$ cat src/rtl/inst_fetch_queue_pkg.sv
// Shared types, encodings and width helpers for the instruction fetch queue.
package inst_fetch_queue_pkg;

  // Request handshake state: IDLE may start a request, HOLD keeps it stable until accepted.
  typedef enum logic [0:0] {
    REQ_IDLE = 1'b0,
    REQ_HOLD = 1'b1
  } req_state_e;

  // SRAM transfer size encoding for a 32-bit word access.
  localparam logic [1:0]  SIZE_WORD        = 2'b10;

  // First fetch address after reset.
  localparam logic [31:0] RESET_PC_DEFAULT = 32'h1c000000;

  // Width of a counter that must hold the values 0..n inclusive.
  function automatic int unsigned cnt_w(input int unsigned n);
    return $clog2(n + 1);
  endfunction

  // Pointer width for an n-entry ring; never narrower than one bit.
  function automatic int unsigned ptr_w(input int unsigned n);
    return (n > 1) ? $clog2(n) : 1;
  endfunction

  // Width of the {pc, inst} bundle handed to decode.
  function automatic int unsigned fs2ds_len(input int unsigned aw, input int unsigned dw);
    return aw + dw;
  endfunction

endpackage

$ cat src/rtl/inst_fetch_queue_fifo.sv
// Small synchronous FIFO with show-ahead head and a synchronous clear.
// Used both as the in-flight PC queue and as the fetched-instruction buffer.
module fetch_fifo
  import inst_fetch_queue_pkg::*;
#(
  parameter int unsigned WIDTH = 32,
  parameter int unsigned DEPTH = 4,
  localparam int unsigned PTR_W = ptr_w(DEPTH),
  localparam int unsigned CNT_W = cnt_w(DEPTH)
) (
  input  logic             clk,
  input  logic             reset,
  input  logic             clear,
  input  logic             push,
  input  logic [WIDTH-1:0] push_data,
  input  logic             pop,
  output logic [WIDTH-1:0] head_data,
  output logic [CNT_W-1:0] count
);

  logic [WIDTH-1:0] mem_q [DEPTH];
  logic [PTR_W-1:0] rd_ptr_q, rd_ptr_d;
  logic [PTR_W-1:0] wr_ptr_q, wr_ptr_d;
  logic [CNT_W-1:0] count_q, count_d;
  logic             do_push;
  logic             do_pop;

  // Ring increment; explicit wrap so non-power-of-two depths work.
  function automatic logic [PTR_W-1:0] ptr_inc(input logic [PTR_W-1:0] p);
    return (p == PTR_W'(DEPTH - 1)) ? '0 : p + PTR_W'(1);
  endfunction

  // Next pointers and occupancy; clear wins over any push or pop in the same cycle.
  always_comb begin
    do_pop   = pop && (count_q != '0) && !clear;
    do_push  = push && !clear && ((count_q != CNT_W'(DEPTH)) || do_pop);
    rd_ptr_d = rd_ptr_q;
    wr_ptr_d = wr_ptr_q;
    count_d  = count_q;
    if (clear) begin
      rd_ptr_d = '0;
      wr_ptr_d = '0;
      count_d  = '0;
    end else begin
      if (do_pop) begin
        rd_ptr_d = ptr_inc(rd_ptr_q);
      end
      if (do_push) begin
        wr_ptr_d = ptr_inc(wr_ptr_q);
      end
      count_d = count_q + CNT_W'(do_push) - CNT_W'(do_pop);
    end
  end

  // Pointer and occupancy registers.
  always_ff @(posedge clk or posedge reset) begin
    if (reset) begin
      rd_ptr_q <= '0;
      wr_ptr_q <= '0;
      count_q  <= '0;
    end else begin
      rd_ptr_q <= rd_ptr_d;
      wr_ptr_q <= wr_ptr_d;
      count_q  <= count_d;
    end
  end

  // Storage array; contents need no reset because occupancy gates every read.
  always_ff @(posedge clk) begin
    if (do_push) begin
      mem_q[wr_ptr_q] <= push_data;
    end
  end

  assign head_data = mem_q[rd_ptr_q];
  assign count     = count_q;

endmodule

$ cat src/rtl/inst_fetch_queue.sv
// Decoupled instruction fetch: keeps several SRAM requests in flight, buffers
// returned instructions for decode, and drops stale responses after a redirect.
module inst_fetch_queue
  import inst_fetch_queue_pkg::*;
#(
  parameter int unsigned       DEPTH           = 4,
  parameter int unsigned       MAX_OUTSTANDING = 2,
  parameter int unsigned       ADDR_W          = 32,
  parameter int unsigned       DATA_W          = 32,
  parameter logic [ADDR_W-1:0] RESET_PC        = ADDR_W'(RESET_PC_DEFAULT)
) (
  input  logic              clk,
  input  logic              reset,
  input  logic              flush,
  input  logic [ADDR_W-1:0] flush_pc,
  output logic              inst_sram_req,
  output logic              inst_sram_wr,
  output logic [1:0]        inst_sram_size,
  output logic [3:0]        inst_sram_wstrb,
  output logic [ADDR_W-1:0] inst_sram_addr,
  output logic [DATA_W-1:0] inst_sram_wdata,
  input  logic              inst_sram_addr_ok,
  input  logic              inst_sram_data_ok,
  input  logic [DATA_W-1:0] inst_sram_rdata,
  output logic              out_valid,
  input  logic              out_ready,
  output logic [ADDR_W-1:0] out_pc,
  output logic [DATA_W-1:0] out_inst
);

  localparam int unsigned LW       = cnt_w(MAX_OUTSTANDING);
  localparam int unsigned BW       = cnt_w(DEPTH);
  localparam int unsigned SW       = BW + 2;
  localparam int unsigned BUNDLE_W = fs2ds_len(ADDR_W, DATA_W);

  req_state_e        state_q, state_d;
  logic [ADDR_W-1:0] fetch_pc_q, fetch_pc_d;
  logic [ADDR_W-1:0] hold_addr_q, hold_addr_d;
  logic              redirect_pend_q, redirect_pend_d;
  logic [LW-1:0]     live_q, live_d;
  logic [LW-1:0]     cancel_q, cancel_d;

  logic [SW-1:0]       live_w, cancel_w, buf_w, inflight_w;
  logic                issue_ok;
  logic                accept, accept_cancel, accept_live;
  logic                resp_drop, resp_keep;
  logic                buf_push, buf_pop;
  logic [ADDR_W-1:0]   pcq_head;
  logic [LW-1:0]       pcq_cnt;
  logic [BUNDLE_W-1:0] buf_head;
  logic [BW-1:0]       buf_cnt;

  // Write-side SRAM fields are constant for an instruction port.
  assign inst_sram_wr    = 1'b0;
  assign inst_sram_size  = SIZE_WORD;
  assign inst_sram_wstrb = 4'b0000;
  assign inst_sram_wdata = '0;

  // Handshake decode: when a request may start, what gets accepted, and what happens to a response.
  always_comb begin
    live_w     = SW'(live_q);
    cancel_w   = SW'(cancel_q);
    buf_w      = SW'(buf_cnt);
    inflight_w = live_w + cancel_w;
    // A new request reserves a buffer slot so its response can never find the buffer full.
    issue_ok   = !reset && !flush
               && (inflight_w < SW'(MAX_OUTSTANDING))
               && ((live_w + buf_w) < SW'(DEPTH));
    inst_sram_req  = (state_q == REQ_HOLD) || issue_ok;
    inst_sram_addr = (state_q == REQ_HOLD) ? hold_addr_q : fetch_pc_q;
    accept         = inst_sram_req && inst_sram_addr_ok;
    // A request accepted during or after a redirect belongs to the old stream.
    accept_cancel  = accept && (flush || redirect_pend_q);
    accept_live    = accept && !accept_cancel;
    resp_drop      = inst_sram_data_ok && (cancel_q != '0);
    resp_keep      = inst_sram_data_ok && (cancel_q == '0) && (pcq_cnt != '0);
    buf_push       = resp_keep && !flush;
    out_valid      = (buf_cnt != '0) && !flush;
    buf_pop        = out_valid && out_ready;
  end

  // Request FSM, fetch PC and in-flight accounting (next-state).
  always_comb begin
    state_d         = state_q;
    hold_addr_d     = hold_addr_q;
    redirect_pend_d = redirect_pend_q;
    fetch_pc_d      = fetch_pc_q;
    live_d          = live_q;
    cancel_d        = cancel_q;

    case (state_q)
      REQ_IDLE: begin
        if (inst_sram_req && !inst_sram_addr_ok) begin
          state_d     = REQ_HOLD;
          hold_addr_d = fetch_pc_q;
        end
      end
      REQ_HOLD: begin
        if (inst_sram_addr_ok) begin
          state_d         = REQ_IDLE;
          redirect_pend_d = 1'b0;
        end
      end
      default: state_d = REQ_IDLE;
    endcase

    if (flush) begin
      // Everything still owed by the SRAM becomes a discard, less any response landing now.
      fetch_pc_d = flush_pc;
      live_d     = '0;
      cancel_d   = LW'(inflight_w + SW'(accept) - SW'(resp_drop | resp_keep));
      if ((state_q == REQ_HOLD) && !inst_sram_addr_ok) begin
        redirect_pend_d = 1'b1;
      end
    end else begin
      if (accept_live) begin
        fetch_pc_d = fetch_pc_q + ADDR_W'(4);
      end
      live_d   = LW'(live_w + SW'(accept_live) - SW'(resp_keep));
      cancel_d = LW'(cancel_w + SW'(accept_cancel) - SW'(resp_drop));
    end
  end

  // Request FSM and counter registers.
  always_ff @(posedge clk or posedge reset) begin
    if (reset) begin
      state_q         <= REQ_IDLE;
      fetch_pc_q      <= RESET_PC;
      hold_addr_q     <= RESET_PC;
      redirect_pend_q <= 1'b0;
      live_q          <= '0;
      cancel_q        <= '0;
    end else begin
      state_q         <= state_d;
      fetch_pc_q      <= fetch_pc_d;
      hold_addr_q     <= hold_addr_d;
      redirect_pend_q <= redirect_pend_d;
      live_q          <= live_d;
      cancel_q        <= cancel_d;
    end
  end

  // PCs of live requests in issue order; responses return in the same order.
  fetch_fifo #(
    .WIDTH (ADDR_W),
    .DEPTH (MAX_OUTSTANDING)
  ) u_pc_queue (
    .clk       (clk),
    .reset     (reset),
    .clear     (flush),
    .push      (accept_live),
    .push_data (inst_sram_addr),
    .pop       (resp_keep),
    .head_data (pcq_head),
    .count     (pcq_cnt)
  );

  // Fetched {pc, inst} pairs waiting for decode.
  fetch_fifo #(
    .WIDTH (BUNDLE_W),
    .DEPTH (DEPTH)
  ) u_inst_buf (
    .clk       (clk),
    .reset     (reset),
    .clear     (flush),
    .push      (buf_push),
    .push_data ({pcq_head, inst_sram_rdata}),
    .pop       (buf_pop),
    .head_data (buf_head),
    .count     (buf_cnt)
  );

  assign out_pc   = buf_head[BUNDLE_W-1 -: ADDR_W];
  assign out_inst = buf_head[DATA_W-1:0];

endmodule

$ cat config.mk
export PLATFORM = sky130hd
export DESIGN_NAME = inst_fetch_queue
export DESIGN_NICKNAME = d
export VERILOG_FILES = /design/src/rtl/inst_fetch_queue_pkg.sv /design/src/rtl/inst_fetch_queue_fifo.sv /design/src/rtl/inst_fetch_queue.sv
export SDC_FILE = /design/constraint.sdc
export NUM_CORES = 1
export LEC_CHECK = 0
export BUFFER_PORTS_ARGS = -buffer_cell sky130_fd_sc_hd__buf_2
export CAP_MARGIN = 20
export CORE_MARGIN = 8
export CORE_UTILIZATION = 35
export DETAILED_ROUTE_END_ITERATION = 10
export GPL_TIMING_DRIVEN = 0
export SKIP_LAST_GASP = 1
export SLEW_MARGIN = 10
export SYNTH_ARGS = -nofsm -noshare
export SYNTH_HDL_FRONTEND = slang
export SYNTH_HIERARCHICAL = 1
export SYNTH_SLANG_ARGS = --single-unit
$ cat constraint.sdc
create_clock -name clk -period 5.9 [get_ports clk]
set_clock_uncertainty 0.1 [all_clocks]
set_input_delay 1.18 -clock clk [delete_from_list [all_inputs] [get_ports clk]]
set_output_delay 1.18 -clock clk [all_outputs]
set_load 0.02 [all_outputs]
==> results.py <==
metrics = {
    "status": {
        "status": "complete, no violations",
    },
    "setup_path": {
        "critPathKind": "flop to output port",
        "worstPathArrival_ps": 2700,
        "r2r_start": "cancel_q[0]$_DFF_PP0_",
        "cpPeakStageDelay_ps": 600,
        "endpoint_kind": "output port",
        "crit_buf_inv": 3,
        "worst_path_dominant_cell_family": "buffers and inverters",
        "r2r_end": "u_pc_queue/mem_q[1][24]$_DFFE_PP_",
        "cp.depth": 4,
        "rrSetupSlack_ps": 1980,
        "cp-start-kind": "flop",
        "cp_slowest_cell": "clkbuf_1",
        "path_cells": "clkbuf_1 > clkbuf_1 > mux2_2 > buf_2",
        "cp_max_fo": 10,
        "reg2reg_depth": 9,
        "crit_top_cell": "clkbuf_1",
        "crit_required_ps": 4620,
    },
    "yosys": {
        "yosys_warnings": 6,
        "syn_area_um2": 16500,
        "synthMuxAreaShare_pct": 15.7,
        "synthXorXnorAreaFrac_pct": 1.86,
        "netlist_instances": 908,
        "synth_top_family_by_area": "multiplexers",
        "netlist.area_leader.share_pct": 58.2,
        "yosysTopAreaCell": "edfxtp_1",
        "synth_compound_area_share_pct": 2.02,
        "synth_edf_count": 320,
        "synth.distinct_cells": 55,
        "ys_ff_latch": 401,
        "synth_area_leaders": "edfxtp_1, dfrtp_1, mux4_2",
        "ys_seq_area_share_pct": 70.5,
        "async_flop_share_pct": 20.2,
        "syn_avg_cell_area_um2": 18.2,
        "synth-adder-area-share_pct": 1.61,
        "synth-simple-area-share_pct": 4.48,
        "synth-main-ff-cell": "edfxtp_1",
    },
    "sta": {
        "post-route-period-util_pct": 67.4,
        "relSlewSlack_pct": 46.3,
        "setup_violations": 0,
        "fmax_mhz": 251,
        "fin_ws_ps": 1920,
        "slew_violations": 0,
        "hold_violations": 0,
        "setup-tns-final_ps": 0,
        "period_minus_slack_ps": 3980,
        "rsz0062_at_grt": "no",
        "worstMarginPinSlew_ps": 797,
    },
    "place": {
        "dp_slack_ps": 1420,
        "portBuffers": 167,
        "post_dp_cell_area_um2": 18400,
        "place.gp.congestion": 0.825,
        "post-dp-hpwl_um": 26000,
        "dpl.cell_count": 1726,
    },
    "power": {
        "power_frac_comb_pct": 10.3,
        "power_mw": 6.72,
        "p_sw_mw": 1.59,
        "switching_share_pct": 23.6,
        "p_int_mw": 5.13,
        "p_per_area_nw_per_um2": 338,
        "ir_drop_v": 0.000187,
        "clkPwrFrac_pct": 40.0,
        "power_frac_seq_pct": 49.7,
        "power.leakage_nw": 7.15,
    },
    "clock_tree": {
        "cts.clk_slew.worst_paths_ps": 60,
        "clk_latency_ps": 560,
        "cts-resized-gates": 0,
        "clock_sinks": 401,
        "postCtsSetupRepairBufs": 0,
        "cts-buffers-inserted": 43,
        "clockRootBuffer": "clkbuf_16",
        "clk_path_buf_depth": 3,
        "cts_htree_levels": 2,
        "cts_hold_buf": 0,
        "cts_tree": "built",
    },
    "finish": {
        "nFillCells": 4130,
        "finalNetCount": 1254,
        "multi_input_area_um2": 4410,
        "stdcell_area_um2": 19900,
        "area_growth_pct": 20.2,
        "regArea_um2": 11600,
        "num_antenna_cells": 0,
        "drive_gt1_share_pct": 41.0,
        "finalNonFillerCells": 1806,
    },
    "floorplan": {
        "row_count": 79,
        "start_util_pct": 35.5,
        "die-width_um": 233,
        "fp.coreArea_um2": 46600,
        "dieArea_um2": 54400,
        "io_pins": 207,
        "die_h_um": 233,
    },
    "hold_path": {
        "hold_depth": 1,
        "worstHoldStart": "hold_addr_q[7]$_DFFE_PP0P_",
        "min_path_type": "flop to flop",
        "hold-path-endpoint": "hold_addr_q[7]$_DFFE_PP0P_",
    },
    "global_routing": {
        "grt_pass1_vias": 9041,
        "antenna_found_initial": 0,
        "grt_usage_pct": 13.9,
        "grt_pass1_wl_um": 57100,
        "grt_max_degree": 62,
        "grt_overflow": 0,
    },
    "route": {
        "vias": 8754,
        "drtIter0Drc": 518,
        "wl_per_cell_um": 21.2,
        "drtPass1Iterations": 4,
        "ant_nets": 0,
        "viasPerCell": 4.85,
        "drcViolationCount": 0,
        "wl_um": 38200,
    },
    "flow_run": {
        "drv_cap": 0,
    },
}
[layout by cell type (no fill, tap or decap), types with 5 or more instances in the layout]
master	n
dfrtp_1	75
inv_1	17
buf_4	42
xnor2_1	27
nor3_1	10
dfstp_2	6
xor2_1	8
mux2_2	101
edfxtp_1	320
clkbuf_1	28
a21oi_1	6
buf_6	7
nand4_1	6
ha_1	18
nor4_1	15
clkinv_2	5
buf_2	182
o21ai_0	30
mux4_2	64
nor2_1	15
clkbuf_16	44
conb_1	39
nand2_1	39
and4_1	5
nand3_1	11
[state kept, by name, indices dropped and copies added (netlist names), 2 cells and up, named ones only]
name / cells
u_inst_buf/mem_q: 256
hold_addr_q: 32
fetch_pc_q: 32
live_q: 2
u_inst_buf/rd_ptr_q: 2
u_pc_queue/mem_q: 64
u_inst_buf/wr_ptr_q: 2
cancel_q: 2
u_pc_queue/count: 2
u_inst_buf/count: 3
[cells by family after synthesis]
kind of cell / count (synthesis)
muxes: 166
buffers and inverters: 99
other: 2
xor gates and xnor gates: 35
DFF: 401
AOI/OAI and AO/OA: 51
and+or+nand+nor: 134
adders and majority gates: 20
[per-stage QoR]
step	util [%]	hold slack, ps
2_1_floorplan	-	365
3_3_place_gp	39.2	374
3_5_place_dp	39.6	390
4_1_cts	42.7	402
5_1_grt	42.7	418
6_report	42.7	401
[how the worst max path moves through the flow]
stage | from | to | slack (ps)
floorplan | flush | u_inst_buf/mem_q[3][0]$_DFFE_PP_ | 1390
global placement | flush | u_inst_buf/mem_q[0][18]$_DFFE_PP_ | -590
detailed placement | flush | u_inst_buf/count[2]$_DFF_PP0_ | 1420
CTS | state_q$_DFF_PP0_ | inst_sram_addr[22] | 1790
global route | state_q$_DFF_PP0_ | inst_sram_addr[22] | 1680
finish | state_q$_DFF_PP0_ | inst_sram_addr[13] | 1920
[power groups by stage]
stage	Clock (mW)	Sequential (mW)	Combinational, mW
after floorplan	0	3.36	0.482
after global placement	0	3.39	0.687
after detailed placement	0	3.40	0.705
after CTS	2.78	3.34	0.710
after global routing	2.87	3.36	0.759
final	2.68	3.34	0.694
[cells in the mapped netlist (2+ instances only)]
cell / count
o311ai_0: 3
conb_1: 2
nand4_1: 6
buf_4: 42
nand2_1: 39
edfxtp_1: 320
mux2_2: 101
nor3_1: 10
inv_1: 18
nor2_1: 17
o21ai_0: 30
nand2b_1: 2
nor2b_1: 4
clkbuf_1: 14
dfrtp_1: 75
and2_1: 8
a21oi_1: 6
o21a_1: 2
fa_1: 2
ha_1: 18
xnor2_1: 27
or3_1: 2
and4_1: 5
dfstp_2: 6
buf_6: 7
nand3_1: 11
xor2_1: 8
nand3b_1: 2
nor4_1: 15
buf_2: 15
mux4_2: 64
and3_2: 2
and3_1: 2
nor4b_1: 2
[cell type report]
class,instances,share of cell area (%)
Buffer,80,2.81
Clock buffer,61,6.02
Clock inverter,19,1.12
Inverter,19,0.372
Multi-Input combinational cell,445,22.2
Sequential cell,401,58.6
Tap cell,607,3.82
Timing Repair Buffer,174,5.03
[per-layer routing]
layer,track usage (%),wire length (um)
met5,0,0
met4,4.01,687
met3,2.94,2370
met2,22.6,18400
met1,18.7,16800
Power figures use the tool's default switching activity.
